[config.mk]
export PLATFORM = sky130hd
export DESIGN_NAME = load_store_queue
export DESIGN_NICKNAME = d
export VERILOG_FILES = /design/src/rtl/load_store_queue.sv
export SDC_FILE = /design/constraint.sdc
export NUM_CORES = 2
export LEC_CHECK = 0
export ABC_CLOCK_PERIOD_IN_PS = 85400
export BUFFER_PORTS_ARGS = -buffer_cell sky130_fd_sc_hd__buf_2
export CAP_MARGIN = 20
export CORE_ASPECT_RATIO = 0.8
export CORE_MARGIN = 8
export CORE_UTILIZATION = 45
export CTS_CLUSTER_SIZE = 12
export DETAILED_ROUTE_END_ITERATION = 7
export MAX_ROUTING_LAYER = met4
export SLEW_MARGIN = 20
export SYNTH_ARGS = -nofsm -noshare
export SYNTH_HDL_FRONTEND = slang
export SYNTH_SLANG_ARGS = --single-unit
[constraint.sdc]
create_clock -name clk_in -period 85.4 [get_ports clk_in]
set_clock_uncertainty 0.2 [all_clocks]
set_input_delay 8.54 -clock clk_in [delete_from_list [all_inputs] [get_ports clk_in]]
set_output_delay 8.54 -clock clk_in [all_outputs]
set_load 0.05 [all_outputs]
[src/rtl/load_store_queue.sv]
`default_nettype none
// ============================================================================
// Module   : load_store_queue
// Purpose  : In-order load/store queue. Issued memory ops wait in a circular
//            FIFO, snoop the writeback broadcast channels for their operands,
//            and are sent one at a time to a single memory port. Stores wait
//            for the ROB head before going out. A flush empties the queue;
//            an in-flight request is then drained without a writeback.
// Ports    : clk_in/rst_in (async, active-high)/rdy_in (global enable)
//            rob_clear      - flush
//            in_*           - issue port, full - back-pressure
//            rob_head_*     - current ROB head, gates store release
//            cdb_*          - CDB_N packed writeback channels (channel k in slice k)
//            lsq_wb_*       - load result pulse, st_done - store completion pulse
//            mem_*          - memory request/response port
//            perf_*         - performance counters
// Config   : LSQ_PERF_EN - when defined, perf_ld/perf_st/perf_stall count;
//            otherwise they are tied to zero.
// Revision : 1.0 - initial release
// ============================================================================
module load_store_queue #(
    parameter int DEPTH = 8,
    parameter int ROB_W = 4,
    parameter int CDB_N = 2
) (
    input  logic                   clk_in,
    input  logic                   rst_in,
    input  logic                   rdy_in,
    input  logic                   rob_clear,
    input  logic                   in_valid,
    input  logic [3:0]             in_type,
    input  logic [ROB_W-1:0]       in_rob_idx,
    input  logic [31:0]            in_r1,
    input  logic [31:0]            in_r2,
    input  logic [ROB_W-1:0]       in_dep1,
    input  logic [ROB_W-1:0]       in_dep2,
    input  logic                   in_has_dep1,
    input  logic                   in_has_dep2,
    input  logic [11:0]            in_offset,
    output logic                   full,
    input  logic                   rob_head_valid,
    input  logic [ROB_W-1:0]       rob_head_idx,
    output logic                   st_done,
    input  logic [CDB_N-1:0]       cdb_valid,
    input  logic [CDB_N*ROB_W-1:0] cdb_idx,
    input  logic [CDB_N*32-1:0]    cdb_value,
    output logic                   lsq_wb_valid,
    output logic [ROB_W-1:0]       lsq_wb_idx,
    output logic [31:0]            lsq_wb_value,
    output logic                   mem_valid,
    output logic                   mem_wr,
    output logic [2:0]             mem_len,
    output logic [31:0]            mem_addr,
    output logic [31:0]            mem_wdata,
    input  logic                   mem_ready,
    input  logic [31:0]            mem_rdata,
    output logic [31:0]            perf_ld,
    output logic [31:0]            perf_st,
    output logic [31:0]            perf_stall
);

    localparam int c_PTR_W = (DEPTH > 1) ? $clog2(DEPTH) : 1;
    localparam int c_CNT_W = c_PTR_W + 1;

    localparam logic [1:0] c_IDLE  = 2'd0;
    localparam logic [1:0] c_BUSY  = 2'd1;
    localparam logic [1:0] c_DRAIN = 2'd2;

    // Entry storage
    logic [DEPTH-1:0] r_vld, r_st, r_h1, r_h2;
    logic [2:0]       r_len [DEPTH];
    logic [ROB_W-1:0] r_rob [DEPTH];
    logic [ROB_W-1:0] r_d1  [DEPTH];
    logic [ROB_W-1:0] r_d2  [DEPTH];
    logic [31:0]      r_v1  [DEPTH];
    logic [31:0]      r_v2  [DEPTH];
    logic [11:0]      r_off [DEPTH];

    logic [c_PTR_W-1:0] r_head, r_tail;
    logic [c_CNT_W-1:0] r_count, w_count_nxt;
    logic               r_full;
    logic [1:0]         r_state, w_state_nxt;

    // Registered request and response pulses
    logic [31:0]      r_req_addr, r_req_wdata, r_wb_value;
    logic             r_req_wr, r_wb_valid, r_st_done;
    logic [2:0]       r_req_len;
    logic [ROB_W-1:0] r_req_rob, r_wb_idx;

    logic        w_head_elig, w_launch, w_pop, w_push;
    logic [31:0] w_p1_val, w_p2_val, w_head_addr;
    logic        w_p1_dep, w_p2_dep;

    // Operand capture at issue time: the loop runs high-to-low so the lowest
    // matching channel is the one that sticks.
    always_comb begin
        w_p1_val = in_r1;
        w_p1_dep = in_has_dep1;
        w_p2_val = in_r2;
        w_p2_dep = in_has_dep2;
        for (int k = CDB_N - 1; k >= 0; k--) begin
            if (cdb_valid[k] && in_has_dep1 && cdb_idx[k*ROB_W +: ROB_W] == in_dep1) begin
                w_p1_val = cdb_value[k*32 +: 32];
                w_p1_dep = 1'b0;
            end
            if (cdb_valid[k] && in_has_dep2 && cdb_idx[k*ROB_W +: ROB_W] == in_dep2) begin
                w_p2_val = cdb_value[k*32 +: 32];
                w_p2_dep = 1'b0;
            end
        end
    end

    assign w_head_elig = r_vld[r_head] && !r_h1[r_head] && !r_h2[r_head] &&
                         (!r_st[r_head] || (rob_head_valid && rob_head_idx == r_rob[r_head]));
    assign w_head_addr = r_v1[r_head] + {{20{r_off[r_head][11]}}, r_off[r_head]};

    assign w_launch = rdy_in && !rob_clear && (r_state == c_IDLE) && w_head_elig;
    assign w_pop    = rdy_in && !rob_clear && (r_state == c_BUSY) && mem_ready;
    // A full queue still accepts an issue in the cycle its head retires.
    assign w_push   = rdy_in && !rob_clear && in_valid && (!r_full || w_pop);
    assign w_count_nxt = r_count + c_CNT_W'(w_push) - c_CNT_W'(w_pop);

    always_ff @(posedge clk_in or posedge rst_in) begin
        if (rst_in) begin
            r_head  <= '0;
            r_tail  <= '0;
            r_count <= '0;
            r_full  <= 1'b0;
            r_vld   <= '0;
            r_st    <= '0;
            r_h1    <= '0;
            r_h2    <= '0;
            for (int i = 0; i < DEPTH; i++) begin
                r_len[i] <= '0;
                r_rob[i] <= '0;
                r_d1[i]  <= '0;
                r_d2[i]  <= '0;
                r_v1[i]  <= '0;
                r_v2[i]  <= '0;
                r_off[i] <= '0;
            end
        end else if (rdy_in) begin
            if (rob_clear) begin
                r_vld   <= '0;
                r_head  <= '0;
                r_tail  <= '0;
                r_count <= '0;
                r_full  <= 1'b0;
            end else begin
                // Snoop writebacks for waiting entries (lowest channel wins)
                for (int i = 0; i < DEPTH; i++) begin
                    for (int k = CDB_N - 1; k >= 0; k--) begin
                        if (r_vld[i] && r_h1[i] && cdb_valid[k] &&
                            cdb_idx[k*ROB_W +: ROB_W] == r_d1[i]) begin
                            r_v1[i] <= cdb_value[k*32 +: 32];
                            r_h1[i] <= 1'b0;
                        end
                        if (r_vld[i] && r_h2[i] && cdb_valid[k] &&
                            cdb_idx[k*ROB_W +: ROB_W] == r_d2[i]) begin
                            r_v2[i] <= cdb_value[k*32 +: 32];
                            r_h2[i] <= 1'b0;
                        end
                    end
                end
                if (w_pop) begin
                    r_vld[r_head] <= 1'b0;
                    r_head        <= r_head + c_PTR_W'(1);
                end
                // Placed after the pop so a push into the slot just freed wins
                if (w_push) begin
                    r_vld[r_tail] <= 1'b1;
                    r_st[r_tail]  <= in_type[3];
                    r_len[r_tail] <= in_type[2:0];
                    r_rob[r_tail] <= in_rob_idx;
                    r_d1[r_tail]  <= in_dep1;
                    r_d2[r_tail]  <= in_dep2;
                    r_h1[r_tail]  <= w_p1_dep;
                    r_h2[r_tail]  <= w_p2_dep;
                    r_v1[r_tail]  <= w_p1_val;
                    r_v2[r_tail]  <= w_p2_val;
                    r_off[r_tail] <= in_offset;
                    r_tail        <= r_tail + c_PTR_W'(1);
                end
                r_count <= w_count_nxt;
                r_full  <= (w_count_nxt == c_CNT_W'(DEPTH));
            end
        end
    end

    // FSM: state register
    always_ff @(posedge clk_in or posedge rst_in) begin
        if (rst_in) r_state <= c_IDLE;
        else        r_state <= w_state_nxt;
    end

    // FSM: next state. A flush during BUSY turns the request into a drain
    // unless memory answers in that same cycle.
    always_comb begin
        w_state_nxt = r_state;
        if (rdy_in) begin
            case (r_state)
                c_IDLE:  if (w_launch) w_state_nxt = c_BUSY;
                c_BUSY: begin
                    if (rob_clear)      w_state_nxt = mem_ready ? c_IDLE : c_DRAIN;
                    else if (mem_ready) w_state_nxt = c_IDLE;
                end
                c_DRAIN: if (mem_ready) w_state_nxt = c_IDLE;
                default: w_state_nxt = c_IDLE;
            endcase
        end
    end

    // FSM: outputs
    always_comb begin
        mem_valid = (r_state != c_IDLE);
        mem_wr    = (r_state != c_IDLE) && r_req_wr;
    end

    always_ff @(posedge clk_in or posedge rst_in) begin
        if (rst_in) begin
            r_req_addr  <= '0;
            r_req_wdata <= '0;
            r_req_wr    <= 1'b0;
            r_req_len   <= '0;
            r_req_rob   <= '0;
            r_wb_valid  <= 1'b0;
            r_wb_idx    <= '0;
            r_wb_value  <= '0;
            r_st_done   <= 1'b0;
        end else if (rdy_in) begin
            r_wb_valid <= w_pop && !r_req_wr;
            r_st_done  <= w_pop && r_req_wr;
            if (w_pop && !r_req_wr) begin
                r_wb_value <= mem_rdata;
                r_wb_idx   <= r_req_rob;
            end
            if (w_launch) begin
                r_req_addr  <= w_head_addr;
                r_req_wdata <= r_v2[r_head];
                r_req_wr    <= r_st[r_head];
                r_req_len   <= r_len[r_head];
                r_req_rob   <= r_rob[r_head];
            end
        end
    end

    assign full         = r_full;
    assign st_done      = r_st_done;
    assign lsq_wb_valid = r_wb_valid;
    assign lsq_wb_idx   = r_wb_idx;
    assign lsq_wb_value = r_wb_value;
    assign mem_len      = r_req_len;
    assign mem_addr     = r_req_addr;
    assign mem_wdata    = r_req_wdata;

`ifdef LSQ_PERF_EN
    logic [31:0] r_perf_ld, r_perf_st, r_perf_stall;

    always_ff @(posedge clk_in or posedge rst_in) begin
        if (rst_in) begin
            r_perf_ld    <= '0;
            r_perf_st    <= '0;
            r_perf_stall <= '0;
        end else if (rdy_in) begin
            if (w_pop && !r_req_wr) r_perf_ld <= r_perf_ld + 32'd1;
            if (w_pop && r_req_wr)  r_perf_st <= r_perf_st + 32'd1;
            if (r_state == c_IDLE && r_vld[r_head] && !w_head_elig)
                r_perf_stall <= r_perf_stall + 32'd1;
        end
    end

    assign perf_ld    = r_perf_ld;
    assign perf_st    = r_perf_st;
    assign perf_stall = r_perf_stall;
`else
    assign perf_ld    = '0;
    assign perf_st    = '0;
    assign perf_stall = '0;
`endif

endmodule
`default_nettype wire

* Yosys cells after proc, flatten, opt, wreduce, memory -nomap -nowiden *
Cells that the tools add are included.

storage, ports and cells
  RAM bits = 0
  bits in read-only memories = 0
  memories = 0
  bits in latches = 0
  output and inout bits = 204
  register bits = 883

operators by class
  $mul = 0
  magnitude comparators = 7
  muxes and demuxes = 201
  add/subtract/negate cells = 5
  bitwise logic cells = 6
  reductions and logical operators = 124
  div/mod/pow operators = 0
  equal/unequal tests = 41
  shift-type cells = 0

operators with widths
  cell               count
  $mux 32            73
  $bwmux 256         2
  $mux 256           2
  $bmux 32 s3        2
  $eq 4x4->1         37
  $logic_and 1x1->1  105
  $bwmux 32          3
  $bwmux 96          1
  $demux 32 s3       1
  $mux 1             75
  $mux 8             7
  $bmux 12 s3        1
  $demux 12 s3       1
  $mux 12            3
  $add 32x32->32     1
  $bwmux 24          1
  $bwmux 8           3
  $mux 3             7
  $mux 4             4
  $bmux 1 s3         4
  $bmux 4 s3         1
  $demux 4 s3        1
  $reduce_and 2->1   6
  $bmux 3 s3         1
  25 further kinds   42

* Longest topological paths before layout *
  depth after elaboration = 12
  mapped depth = 21
  gate-level depth less buffers = 15

* Worst setup path after synthesis *
Ideal clock, no wire load.

  kind = input-to-reg
  from = in rdy_in
  to = reg r_count[1]
  stages = 13
  setup slack = 74.001 ns
  arrival time = 11.116 ns
  data required time = 85.117 ns
  library setup time = 0.083 ns
  path buffers = 3
  cell sequence = clkbuf_1 inv_2 nor2_1 clkbuf_1 clkbuf_1 nand2_1 ha_1 inv_1 ha_1 inv_1 fa_1 or3_1 o21ai_0

between the ends
  word-level cells in the longest chain between the ends = 8

RTL lines
  what                             line      RTL
  start, declared                  28        input logic rdy_in,
  $logic_and 1x1->1                118, 120
  $logic_and 1x1->1 (2 in series)  118       assign w_pop = rdy_in && !rob_clear && (r_state == c_BUSY) && mem_ready;
  $logic_or 1x1->1                 120       assign w_push = rdy_in && !rob_clear && in_valid && (!r_full || w_pop);
  $logic_and 1x1->1                120
  $add 4x1->4                      121       assign w_count_nxt = r_count + c_CNT_W'(w_push) - c_CNT_W'(w_pop);
  $sub 4x1->4                      121
  $mux 4                           143       if (rob_clear) begin
  end signal, assigned             184       r_count <= w_count_nxt;
  end, declared                    80        logic [c_CNT_W-1:0] r_count, w_count_nxt;

Several ways; a longest one is shown, not always the timed one.
A chain may end at the register's enable or synchronous reset.

* Final worst setup path *
  from = in rdy_in
  to = reg r_v2[59] in the netlist's numbering

between the ends
  word-level cells in the longest chain between the ends = 6

RTL lines
  what                             line      RTL
  $logic_and 1x1->1                118, 120
  $logic_and 1x1->1 (2 in series)  118
  $logic_or 1x1->1                 120
  $logic_and 1x1->1                120
  $mux 256                         170       if (w_push) begin
  end signal, assigned by index    160       r_v2[i] <= cdb_value[k*32 +: 32];
  end signal, assigned by index    180       r_v2[r_tail] <= w_p2_val;
  end, declared                    76        logic [31:0] r_v2 [DEPTH];

Several ways; a longest one is shown, not always the timed one.

==> flow_summary_export.csv <==
group,metric,value,unit
status,status,"finished clean",
synth,yosysUniqueCellTypes,69,
placement,hpwl,134200,um
cts,cts_resized,0,
global_routing,grt_max_degree,181,
final_layout,nFillCells,11280,
cts,cts_buffer_depth,3,
drt,avgViaCountPerCell,6.710,
synth,synth_top_area_share,40.83,%
synth,avgSynthCellArea,8.516,sq um
die,fp.dieArea,131700,sq um
global_routing,grt.total_usage,35.17,%
synth,yosys.area.top_type,"dfrtp_1",
synth,synth_most_common_cell,"nand2_1",
cts,cts_max_level,3,
cts,cts_made_buffers,99,
drt,routedWlPerCell,29.90,um
setup_path,cp_slowest_cell,"buf_4",
final_layout,fin_area,59090,sq um
power_and_ir_drop,ir_drop,0.00001459,V
setup_path,crit_fanout,53,
die,die_x,403.7,um
flow_run,drv_cap,0,
cts,insertion_delay,0.74,ns
placement,place_area,55740,sq um
synth,postSynth.asyncResetShare,100.0,%
global_routing,grt_pass1_wl,346400,um
synth,netlist_top_cells_count,"1444 x nand2_1, 883 x dfrtp_1, 805 x o21ai_0, 536 x clkbuf_1, 517 x a22oi_1",
die,start_util,45.46,%
sta,setup_viol,0,
die,io_pins,415,
sta,hold_viol_final,0,
drt,first_pass_iters,7,
synth,ys_seq_area_share,40.83,%
setup_path,required,85.77,ns
global_routing,grt_pass1_vias,50790,
drt,drt_iter0_drc,8083,
drt,ant_nets,0,
sta,finalMaxSlewViolations,0,
sta,fin_setup_tns,0,ns
synth,synthFlopType,"dfrtp_1",
final_layout,syn_to_final_growth,9.171,%
cts,cts_setup_buffers,0,
synth,synth_edf_count,0,
cts,path_clk_slew,0.06,ns
setup_path,end_kind,"register",
global_routing,gr-total-overflow,0,
placement,gp_congestion,0.8705,
sta,rsz0062_at_grt,"no",
sta,max_slew.worst_pin.slew,1.255,ns
drt,drc,0,
setup_path,crit_arrival,12.52,ns
final_layout,nets,6451,
power_and_ir_drop,p_leak,31.09,nW
synth,synth_cells,6355,
synth,ys_ff_latch,883,
setup_path,max_stage_delay,0.83,ns
drt,vias,53000,
die,rows,113,
cts,cts_sinks,883,
placement,port_buffers,318,
global_routing,antenna_found_initial,12,
sta,fin_crit,12.15,ns
placement,place_ws,72.70,ns
synth,netlist_top_cells_area,"dfrtp_1 41%, nand2_1 10%, mux2i_1 9.4%",
setup_path,ff2ff_setup_slack,79.28,ns
sta,slew_headroom,16.37,%
setup_path,path_class,"in2reg",
setup_path,cp-start-kind,"input port",
sta,min_period_over_period,14.23,%
synth,netlist_area,54120,sq um
final_layout,fin_util,49.63,%
cts,cts_root_buffer,"clkbuf_16",
cts,cts_tree,"yes",
power_and_ir_drop,powerDensity,26.30,nW/um^2
cts,holdBufCountCts,0,
final_layout,drive_gt1_share,11.49,%
worst_hold_path,hold_path_class,"reg2reg",
synth,synth_warnings,0,
die,core_area,119000,sq um
sta,setup_ws,73.25,ns
setup_path,cp_cell_sequence,"buf_2 > nand2b_4 > nor2_1 > nand2_1 > nor2_4 > buf_4 > nor2_4 > buf_4 > a22oi_1 > o21ai_0",
die,die_h,326.2,um
drt,routed_wl,236100,um
sta,max_freq,0.08230,GHz
sequential cells by signal, indices dropped and copies added, names as in the netlist, 24 cells and up:
register / count
lsq_wb_value: 32
mem_addr: 32
mem_wdata: 32
r_d1: 32
r_d2: 32
r_len: 24
r_off: 96
r_rob: 32
r_v1: 256
r_v2: 256
final cells by class:
cell class              count  area (sq um)  area share [%]
multi-input cells        4756         29050           49.16
flip-flops and latches    883         22100           37.40
clock buffers             136          2849           4.822
repair buffers            432          2464           4.170
well taps                1610          2014           3.409
clock inverters            41         469.2          0.7941
inverters                  29         116.4          0.1969
diodes                     11         27.53         0.04659
power breakdown:
part | internal [mW] | total [mW] | switching [mW]
Clock | 0.260 | 0.453 | 0.193
Sequential | 0.519 | 0.600 | 0.0807
Combinational | 0.178 | 0.501 | 0.323
worst paths after layout:
kind / start / end / depth (start not counted)
max: rdy_in / r_v2[59] / 10
min: mem_wdata[6] / mem_wdata[6] / 1
max reg2reg: r_head[0] / mem_addr[24] / 17
min reg2reg: mem_wdata[6] / mem_wdata[6] / 1
max in group asynchronous: rst_in / r_v1[229] / 5
min in group asynchronous: rst_in / lsq_wb_value[28] / 2
worst max-delay path, delay by kind of cell:
kind / cells / cell delay, ns
AND/OR/NAND/NOR: 5 / 1.99
AO/OA/AOI/OAI: 2 / 0.38
buffers and inverters: 3 / 1.53
cell families (layout without fill, tap and decap cells):
group	after synthesis	in the layout	share of synthesized area, %
other cells	1	107	0.006929
mux	554	554	10.35
xor+xnor	169	169	2.735
fa+ha+maj	39	39	0.9293
flops	883	883	40.83
buf+inv	811	638	6.697
compound gates	2016	2016	24.20
simple gates	1882	1882	14.26
through the flow:
step | power, mW | cells | hold WS, ns
6_report | 1.554 | 7898 | 0.2715
5_1_grt | 1.635 | 7897 | 0.2819
4_1_cts | 1.549 | 7887 | 0.2710
3_5_place_dp | 1.099 | 7710 | 0.2574
3_3_place_gp | 1.083 | 7709 | 0.2501
2_1_floorplan | 0.9625 | 6450 | 0.2378
placed cells by master, fill, tap and decap left out, types with 47 or more instances in the layout:
| cell | n |
|---|---|
| clkbuf_16 | 101 |
| xor2_1 | 117 |
| dfrtp_1 | 883 |
| nand3_1 | 58 |
| a211oi_1 | 69 |
| nand2_1 | 1434 |
| nand4_1 | 84 |
| buf_4 | 112 |
| a21o_1 | 47 |
| a31oi_1 | 70 |
| a22oi_1 | 517 |
| xnor2_1 | 52 |
| buf_2 | 318 |
| mux2i_1 | 509 |
| a21oi_1 | 125 |
| o21ai_0 | 804 |
| o221ai_1 | 184 |
| nor2_1 | 165 |
| conb_1 | 96 |
metal layers:
metal,global-route usage [%],up-vias,wire (um)
met3,9.709,803,30730
met5,-,-,0
met4,15.71,0,12100
li1,-,22350,-
met1,47.18,25920,95180
met2,49.42,3924,98120
(Power assumes the default switching activity.)
